--- config.mk ---
export PLATFORM = sky130hd
export DESIGN_NAME = regfile_stack_ctrl
export DESIGN_NICKNAME = d
export VERILOG_FILES = /design/src/rtl/regfile_stack_pkg.sv /design/src/rtl/regfile_stack_ctrl.sv
export SDC_FILE = /design/constraint.sdc
export NUM_CORES = 1
export LEC_CHECK = 0
export CELL_PAD_IN_SITES_DETAIL_PLACEMENT = 1
export CELL_PAD_IN_SITES_GLOBAL_PLACEMENT = 2
export CORE_MARGIN = 4
export CORE_UTILIZATION = 18
export DETAILED_ROUTE_END_ITERATION = 10
export PLACE_DENSITY = 0.7
export RECOVER_POWER = 25
export SYNTH_ARGS = -nofsm -noshare
export SYNTH_HDL_FRONTEND = slang
export SYNTH_SLANG_ARGS = --single-unit
--- constraint.sdc ---
create_clock -name i_clk -period 1.2 [get_ports i_clk]
set_input_delay 0.18 -clock i_clk [delete_from_list [all_inputs] [get_ports i_clk]]
set_output_delay 0.18 -clock i_clk [all_outputs]
set_load 0.02 [all_outputs]
--- src/rtl/regfile_stack_pkg.sv ---
// Shared definitions for the stacked register file and its command sequencer.
// The bank-switch command encoding lives here so both sides agree on it.
package regfile_stack_pkg;

    typedef enum logic [1:0] {
        CMD_NONE = 2'b00,
        CMD_PUSH = 2'b01,
        CMD_POP  = 2'b10
    } cmd_t;

    typedef enum logic [1:0] {
        ST_IDLE   = 2'b00,
        ST_CMD    = 2'b01,
        ST_SETTLE = 2'b10
    } ctrl_state_t;

endpackage

--- src/rtl/regfile_stack_ctrl.sv ---
// Turns push/pop requests into single-cycle bank-switch commands for the stacked
// register file, tracking depth, guarding overflow/underflow and stalling the core.
module regfile_stack_ctrl
    import regfile_stack_pkg::*;
#(
    parameter int LEVELS = 4,
    parameter int DW     = $clog2(LEVELS)
) (
    input  logic          i_clk,
    input  logic          i_reset,
    input  logic          i_push_valid,
    output logic          o_push_ready,
    input  logic          i_pop_valid,
    output logic          o_pop_ready,
    input  logic          i_err_clr,
    output logic [1:0]    o_command,
    output logic          o_stall,
    output logic [DW-1:0] o_depth,
    output logic          o_full,
    output logic          o_empty,
    output logic          o_overflow,
    output logic          o_underflow,
    output logic [1:0]    o_dbg_state
);

    localparam logic [DW-1:0] MAX_DEPTH = DW'(LEVELS - 1);

    ctrl_state_t   state_q, state_d;
    cmd_t          command_q, command_d;
    logic [DW-1:0] depth_q, depth_d;
    logic          overflow_q, overflow_d;
    logic          underflow_q, underflow_d;

    logic idle;
    logic full;
    logic empty;
    logic push_acc;
    logic pop_acc;

    // Handshake: a request transfers on an edge where its valid and ready are
    // both high; valid must then be held until that edge. Readies are high only
    // in IDLE, and pop_ready also drops while a push is pending so push wins.
    assign idle         = (state_q == ST_IDLE);
    assign o_push_ready = idle;
    assign o_pop_ready  = idle && !i_push_valid;

    assign full     = (depth_q == MAX_DEPTH);
    assign empty    = (depth_q == '0);
    assign push_acc = i_push_valid && o_push_ready;
    assign pop_acc  = i_pop_valid && o_pop_ready;

    always_comb begin
        state_d     = state_q;
        command_d   = CMD_NONE;
        depth_d     = depth_q;
        overflow_d  = i_err_clr ? 1'b0 : overflow_q;
        underflow_d = i_err_clr ? 1'b0 : underflow_q;

        unique case (state_q)
            ST_IDLE: begin
                if (push_acc) begin
                    if (full) begin
                        overflow_d = 1'b1;
                    end else begin
                        state_d   = ST_CMD;
                        command_d = CMD_PUSH;
                        depth_d   = depth_q + 1'b1;
                    end
                end else if (pop_acc) begin
                    if (empty) begin
                        underflow_d = 1'b1;
                    end else begin
                        state_d   = ST_CMD;
                        command_d = CMD_POP;
                        depth_d   = depth_q - 1'b1;
                    end
                end
            end
            ST_CMD:    state_d = ST_SETTLE;
            ST_SETTLE: state_d = ST_IDLE;
            default:   state_d = ST_IDLE;
        endcase
    end

    always_ff @(posedge i_clk) begin
        if (!i_reset) begin
            state_q     <= ST_IDLE;
            command_q   <= CMD_NONE;
            depth_q     <= '0;
            overflow_q  <= 1'b0;
            underflow_q <= 1'b0;
        end else begin
            state_q     <= state_d;
            command_q   <= command_d;
            depth_q     <= depth_d;
            overflow_q  <= overflow_d;
            underflow_q <= underflow_d;
        end
    end

    assign o_command   = command_q;
    assign o_stall     = !idle;
    assign o_depth     = depth_q;
    assign o_full      = full;
    assign o_empty     = empty;
    assign o_overflow  = overflow_q;
    assign o_underflow = underflow_q;
    assign o_dbg_state = state_q;

endmodule

==> impl_metrics.toml, run 1 <==
[global_route]
grt_pass1_wl_um = 1970
grt_max_degree = 9
grt_usage_pct = 10.0
gr-total-overflow = 0
gr-usage-met2_pct = 16.3
use_met3_pct = 4.27
grt_pass1_vias = 426
busiest_layer = "met2"
met1_usage_pct = 12.0
antenna_found_initial = 0

[synthesis]
synth_most_common_cell = "dfxtp_1"
yosysSeqAreaShare_pct = 45.4
synthTopCellsByCount = "dfxtp_1 (8), nor2_1 (5), a21oi_1 (3)"
async_reset_ff_share_pct = 0
yosysWarnings = 0
synth_fp_nets = 42
synth_flop_cell = "dfxtp_1"
netlist.area_leader.share_pct = 45.4
synth.distinct_cells = 20
avgSynthCellArea_um2 = 9.54
synth_cells = 37
netlist_area_um2 = 353
synthTopCellsByArea = "dfxtp_1 (45%), nor2_1 (5.3%), o32ai_2 (4.6%)"
netlist.top_cell.by_area = "dfxtp_1"
ys_ff_latch = 8
synth_edf_count = 0

[sta]
final.min_clock_period_ns = 1.30
slew_headroom_pct = 80.6
final-setup-viol-count = 3
worst_pin_slew_ns = 0.290
skew_ns = 0.00151
fin_crit_sh_pct = 109
rsz0062_at_grt = "yes"
setup_ws_ns = -0.104
drv_slew = 0
final.setup.tns_ns = -0.108
max_freq_mhz = 767
finalHoldViolations = 0

[cts]
cts_buffer_depth = 2
cts_root_buffer = "clkbuf_4"
clock_latency_ns = 0.25
cts_hold_buffers = 0
cts.reportedPaths.clkPinSlew_ns = 0.05
ctsHtreeMaxLevel = 1
clock_sinks = 8
numCtsBuffers = 3
cts_tree = "built"

[power]
power.switching_mw = 0.234
powerDensity_nw_per_um2 = 1120
leakagePower_nw = 0.328
clkPwrFrac_pct = 27.4
power_frac_comb_pct = 33.9
vdd_drop_max_v = 0.000401
seqPwrFrac_pct = 38.7
intPower_mw = 0.533
p_sw_share_pct = 30.5

[critical_path]
crit_type = "flop to flop"
cpMaxStageDelayCell = "or4b_4"
cp.arrival_ns = 1.50
cp.depth = 3
crit_end = "o_underflow$_SDFF_PN0_"
cp-end-kind = "flop"
r2r-end = "o_underflow$_SDFF_PN0_"
ff2ff_path_depth = 3
critPathRequiredTime_ns = 1.40
startpoint = "o_dbg_state[1]$_SDFFE_PN0P_"
crit_chain = "or4b_4 -> o32ai_2 -> and2_1"
worstReg2RegStart = "o_dbg_state[1]$_SDFFE_PN0P_"
r2r_slack_ns = -0.10
cp_num_buf_inv = 0
crit_family = "simple AND/OR/NAND/NOR gates"
max_stage_delay_ns = 0.55
start_kind = "flop"
worstPathMaxFanout = 4

[routing]
drc = 0
firstDrtPassIters = 4
drt_wl_total_um = 1190
vias_per_cell = 4.26
wire_per_inst_um = 12.6
dr_total_vias = 400
drt_iter0_drc = 6
detail-route-antenna-nets = 0

[floorplanning]
core-area_um2 = 1780
fp-row-count = 15
initial_core_util_pct = 19.8
die_w_um = 52.3
io_pins = 18
die_h_um = 52.3
dieArea_um2 = 2730

[placed_design]
dp_cells = 90
io_buffers = 17
place_ws_ns = -0.433
dp_hpwl_um = 890
dpl_cell_area_um2 = 656
globalplace.congestion = 0.677

[status]
status = "finished, violations left"
violations = "setup timing"

[layout]
stdcell_count = 94
diodes = 0
design_area_um2 = 682
syn_to_final_growth_pct = 93.3
drive_gt1_share_pct = 53.6
fin_nets = 76

[flow_run]
maxCapViolCount = 0

[min_path]
min_path_type = "input port to flop"
-- stage by stage --
stage               utilization (%)  total power [mW]  hold WS (ns)
floorplan                         -             0.412         0.297
global placement               36.8             0.563         0.477
detailed placement             36.8             0.567         0.480
CTS                            38.4             0.782         0.495
global route                   38.2             0.822         0.365
finish                         38.2             0.767         0.347
-- power by group through the flow --
stage	clock [mW]	combinational (mW)	sequential, mW
3_3_place_gp	0	0.260	0.303
3_5_place_dp	0	0.265	0.302
5_1_grt	0.241	0.282	0.300
4_1_cts	0.221	0.263	0.298
2_1_floorplan	0	0.0888	0.323
6_report	0.210	0.260	0.297
-- flip-flops by register name, summed over array words and instances (netlist names) --
name         cells
o_depth          2
o_underflow      1
o_overflow       1
o_dbg_state      2
o_command        2
-- how the worst min path moves through the flow --
stage	startpoint	end	slack, ns	cells past startpoint
floorplan	i_reset	o_dbg_state[0]$_SDFFE_PN0P_	0.30	2
global placement	o_overflow$_SDFF_PN0_	o_overflow$_SDFF_PN0_	0.48	2
finish	i_push_valid	o_command[1]$_SDFF_PP0_	0.35	3
CTS	o_overflow$_SDFF_PN0_	o_overflow$_SDFF_PN0_	0.49	2
global route	i_push_valid	o_command[1]$_SDFF_PP0_	0.36	3
detailed placement	o_overflow$_SDFF_PN0_	o_overflow$_SDFF_PN0_	0.48	2
-- per-layer routing --
layer  part of all wire (%)  vias up
met3                    8.0        2
met2                     45       15
met1                     46      188
met5                      0        -
li1                       -      195
met4                   0.34        0
-- cell usage in the layout, fill, tap and decap left out, types with 2 or more instances in the layout --
master / Yosys / layout
a21oi_1: 3 / 2
buf_2: 0 / 2
buf_4: 0 / 13
buf_6: 1 / 3
clkbuf_2: 0 / 2
clkbuf_4: 0 / 3
clkdlybuf4s15_2: 0 / 2
clkdlybuf4s50_1: 0 / 3
dfxtp_1: 8 / 4
dfxtp_2: 0 / 2
dfxtp_4: 0 / 2
dlygate4sd2_1: 0 / 5
nand2_1: 2 / 2
nor2_1: 5 / 3
-- kinds of logic (layout without fill, tap and decap cells) --
kind of cell	count (synthesis)	after routing	share of synthesized area, %
and+or+nand+nor	16	16	27.7
AOI/OAI and AO/OA	9	9	20.6
DFF	8	8	45.4
buffers and inverters	4	36	6.38
-- what timing repair did --
| action | 4_1_cts | 5_1_grt |
|---|---|---|
| setup endpoints to repair | 16 | 7 |
| setup buffers | 2 | 0 |
| resized for setup | 40 | 6 |
| pin swaps | 4 | 2 |
-- area by class of cell --
cell class	instances	area, um^2
Timing Repair Buffer	31	260
Inverter	2	7.51
Sequential cell	8	170
Clock buffer	3	22.5
Fill cell	216	1100
Multi-Input combinational cell	25	190
Tap cell	25	31.3
-- worst register-to-register path, delay by kind of cell, from the launching register on --
| kind | cells | cell delay, ns |
|---|---|---|
| AOI/OAI and AO/OA | 1 | 0.20 |
| DFF | 1 | 0.36 |
| and+or+nand+nor | 2 | 0.69 |
Note: power is estimated with default switching activity, not from simulation.
==> run 2: changes to the inputs <==
- CORE_UTILIZATION: 18 -> 19
- CTS_BUF_LIST: not set -> sky130_fd_sc_hd__clkbuf_2
- GPL_ROUTABILITY_DRIVEN: not set -> 0
- PLACE_DENSITY: 0.7 -> 0.74
==> run 2 against run 1 <==
The run still ends with setup timing left. Cell count is 5.3% higher. Sequential share of layout area decreased by 1.0 points. Clock-buffer cell count rose by 1.
==> impl_metrics.toml, run 2 (same netlist as run 1, synthesis figures left out) <==
[critical_path]
max_stage_delay_ns = 0.51
worstPathMaxFanout = 3
crit_family = "simple AND/OR/NAND/NOR gates"
critPathRequiredTime_ns = 1.38
cp_num_buf_inv = 1
start_kind = "flop"
crit_chain = "buf_6 -> or4b_4 -> o32ai_2 -> and2_1"
crit_type = "flop to flop"
cp.arrival_ns = 1.57
cp.depth = 4
cpMaxStageDelayCell = "or4b_4"
ff2ff_path_depth = 4
r2r_slack_ns = -0.18
cp-end-kind = "flop"

[cts]
clock_sinks = 8
cts_buffer_depth = 2
cts.reportedPaths.clkPinSlew_ns = 0.09
cts_root_buffer = "clkbuf_2"
clock_latency_ns = 0.24
ctsHtreeMaxLevel = 1
cts_tree = "built"
numCtsBuffers = 3

[min_path]
min_path_type = "input port to flop"
hold_depth = 3

[power]
powerDensity_nw_per_um2 = 1060
vdd_drop_max_v = 0.000387
leakagePower_nw = 0.343
power.total_mw = 0.766

[layout]
fillers = 211
drive_gt1_share_pct = 59.5
diodes = 0
multiInputGateArea_um2 = 195
fin_nets = 80
syn_to_final_growth_pct = 105
final_common_cell = "buf_4"
layout_common_cells = "buf_4 (17), clkbuf_2 (5), dlygate4sd2_1 (5), dfxtp_1 (4), buf_6 (4)"
final_util_pct = 41.4
final-seq-area_um2 = 173

[status]
status = "finished, violations left"
violations = "setup timing"

[placed_design]
dp_hpwl_um = 888
io_buffers = 17

[global_route]
grt_max_degree = 9
grt_usage_pct = 10.3
grt_pass1_vias = 447
antenna_found_initial = 0
gr-total-overflow = 0
grt_pass1_wl_um = 1950

[sta]
finalHoldViolations = 0
rsz0062_at_grt = "yes"
slew_headroom_pct = 82.4
skew_ns = 0.00844
fin_crit_sh_pct = 115
final-setup-viol-count = 3
setup_ws_ns = -0.181
drv_slew = 0
whs_ns = 0.469
max_freq_mhz = 724
final.min_clock_period_ns = 1.38
worst_pin_slew_ns = 0.263

[routing]
wire_per_inst_um = 11.4
drt_iter0_drc = 2
drc = 0
firstDrtPassIters = 2
dr_total_vias = 419
detail-route-antenna-nets = 0
vias_per_cell = 4.23
drt_wl_total_um = 1120

[floorplanning]
fp-row-count = 15
die_w_um = 51.1
core-area_um2 = 1750
die_h_um = 51.1
initial_core_util_pct = 20.2
io_pins = 18
dieArea_um2 = 2610

[flow_run]
maxCapViolCount = 0
run 2: metrics by stage:
stage          TNS, ns  instance area [um^2]  setup slack (ns)  cells
2_1_floorplan  -0.0686                   373           -0.0633     37
3_3_place_gp     -2.29                   671            -0.400     92
3_5_place_dp     -2.41                   671            -0.429     92
4_1_cts         -0.447                   712            -0.169     98
5_1_grt         -0.607                   722            -0.212     99
6_report        -0.446                   722            -0.181     99
run 2: area by class of cell:
type	count	area share [%]
clock buffer	4	2.77
inverter	2	1.04
multi-input combinational	25	27.0
sequential	8	23.9
tap	25	4.33
timing repair buffer	35	40.9
run 2: worst min-delay path, delay by kind of cell:
kind | cells | cell delay (ns)
buf+inv | 2 | 0.43
compound gates | 1 | 0.07
run 2: path summary, 6_finish.rpt:
check / start / endpoint
min reg2reg: o_overflow$_SDFF_PN0_ / o_overflow$_SDFF_PN0_
max: o_dbg_state[0]$_SDFFE_PN0P_ / o_underflow$_SDFF_PN0_
max reg2reg: o_dbg_state[0]$_SDFFE_PN0P_ / o_underflow$_SDFF_PN0_
min: i_push_valid / o_dbg_state[0]$_SDFFE_PN0P_
run 2: metal layers:
layer	global-route usage [%]	vias to the layer above	routed length, um
li1	-	205	-
met4	8.07	0	30
met1	12.4	196	510
met3	2.04	4	51
met5	0	-	0
met2	15.7	14	532
run 2: where the power goes:
group / switching, mW / internal [mW] / leakage, nW / total (mW)
clock: 0.103 / 0.0886 / 0.0166 / 0.191
combinational: 0.125 / 0.153 / 0.259 / 0.278
sequential: 0.0161 / 0.281 / 0.0679 / 0.297
run 2: repair_timing:
item,4_1_cts,5_1_grt
gates resized for setup,47,4
setup buffers,2,1
endpoints found under the setup margin,16,8
hold buffers,0,0
pin swaps,3,2
hold endpoints to repair,0,0
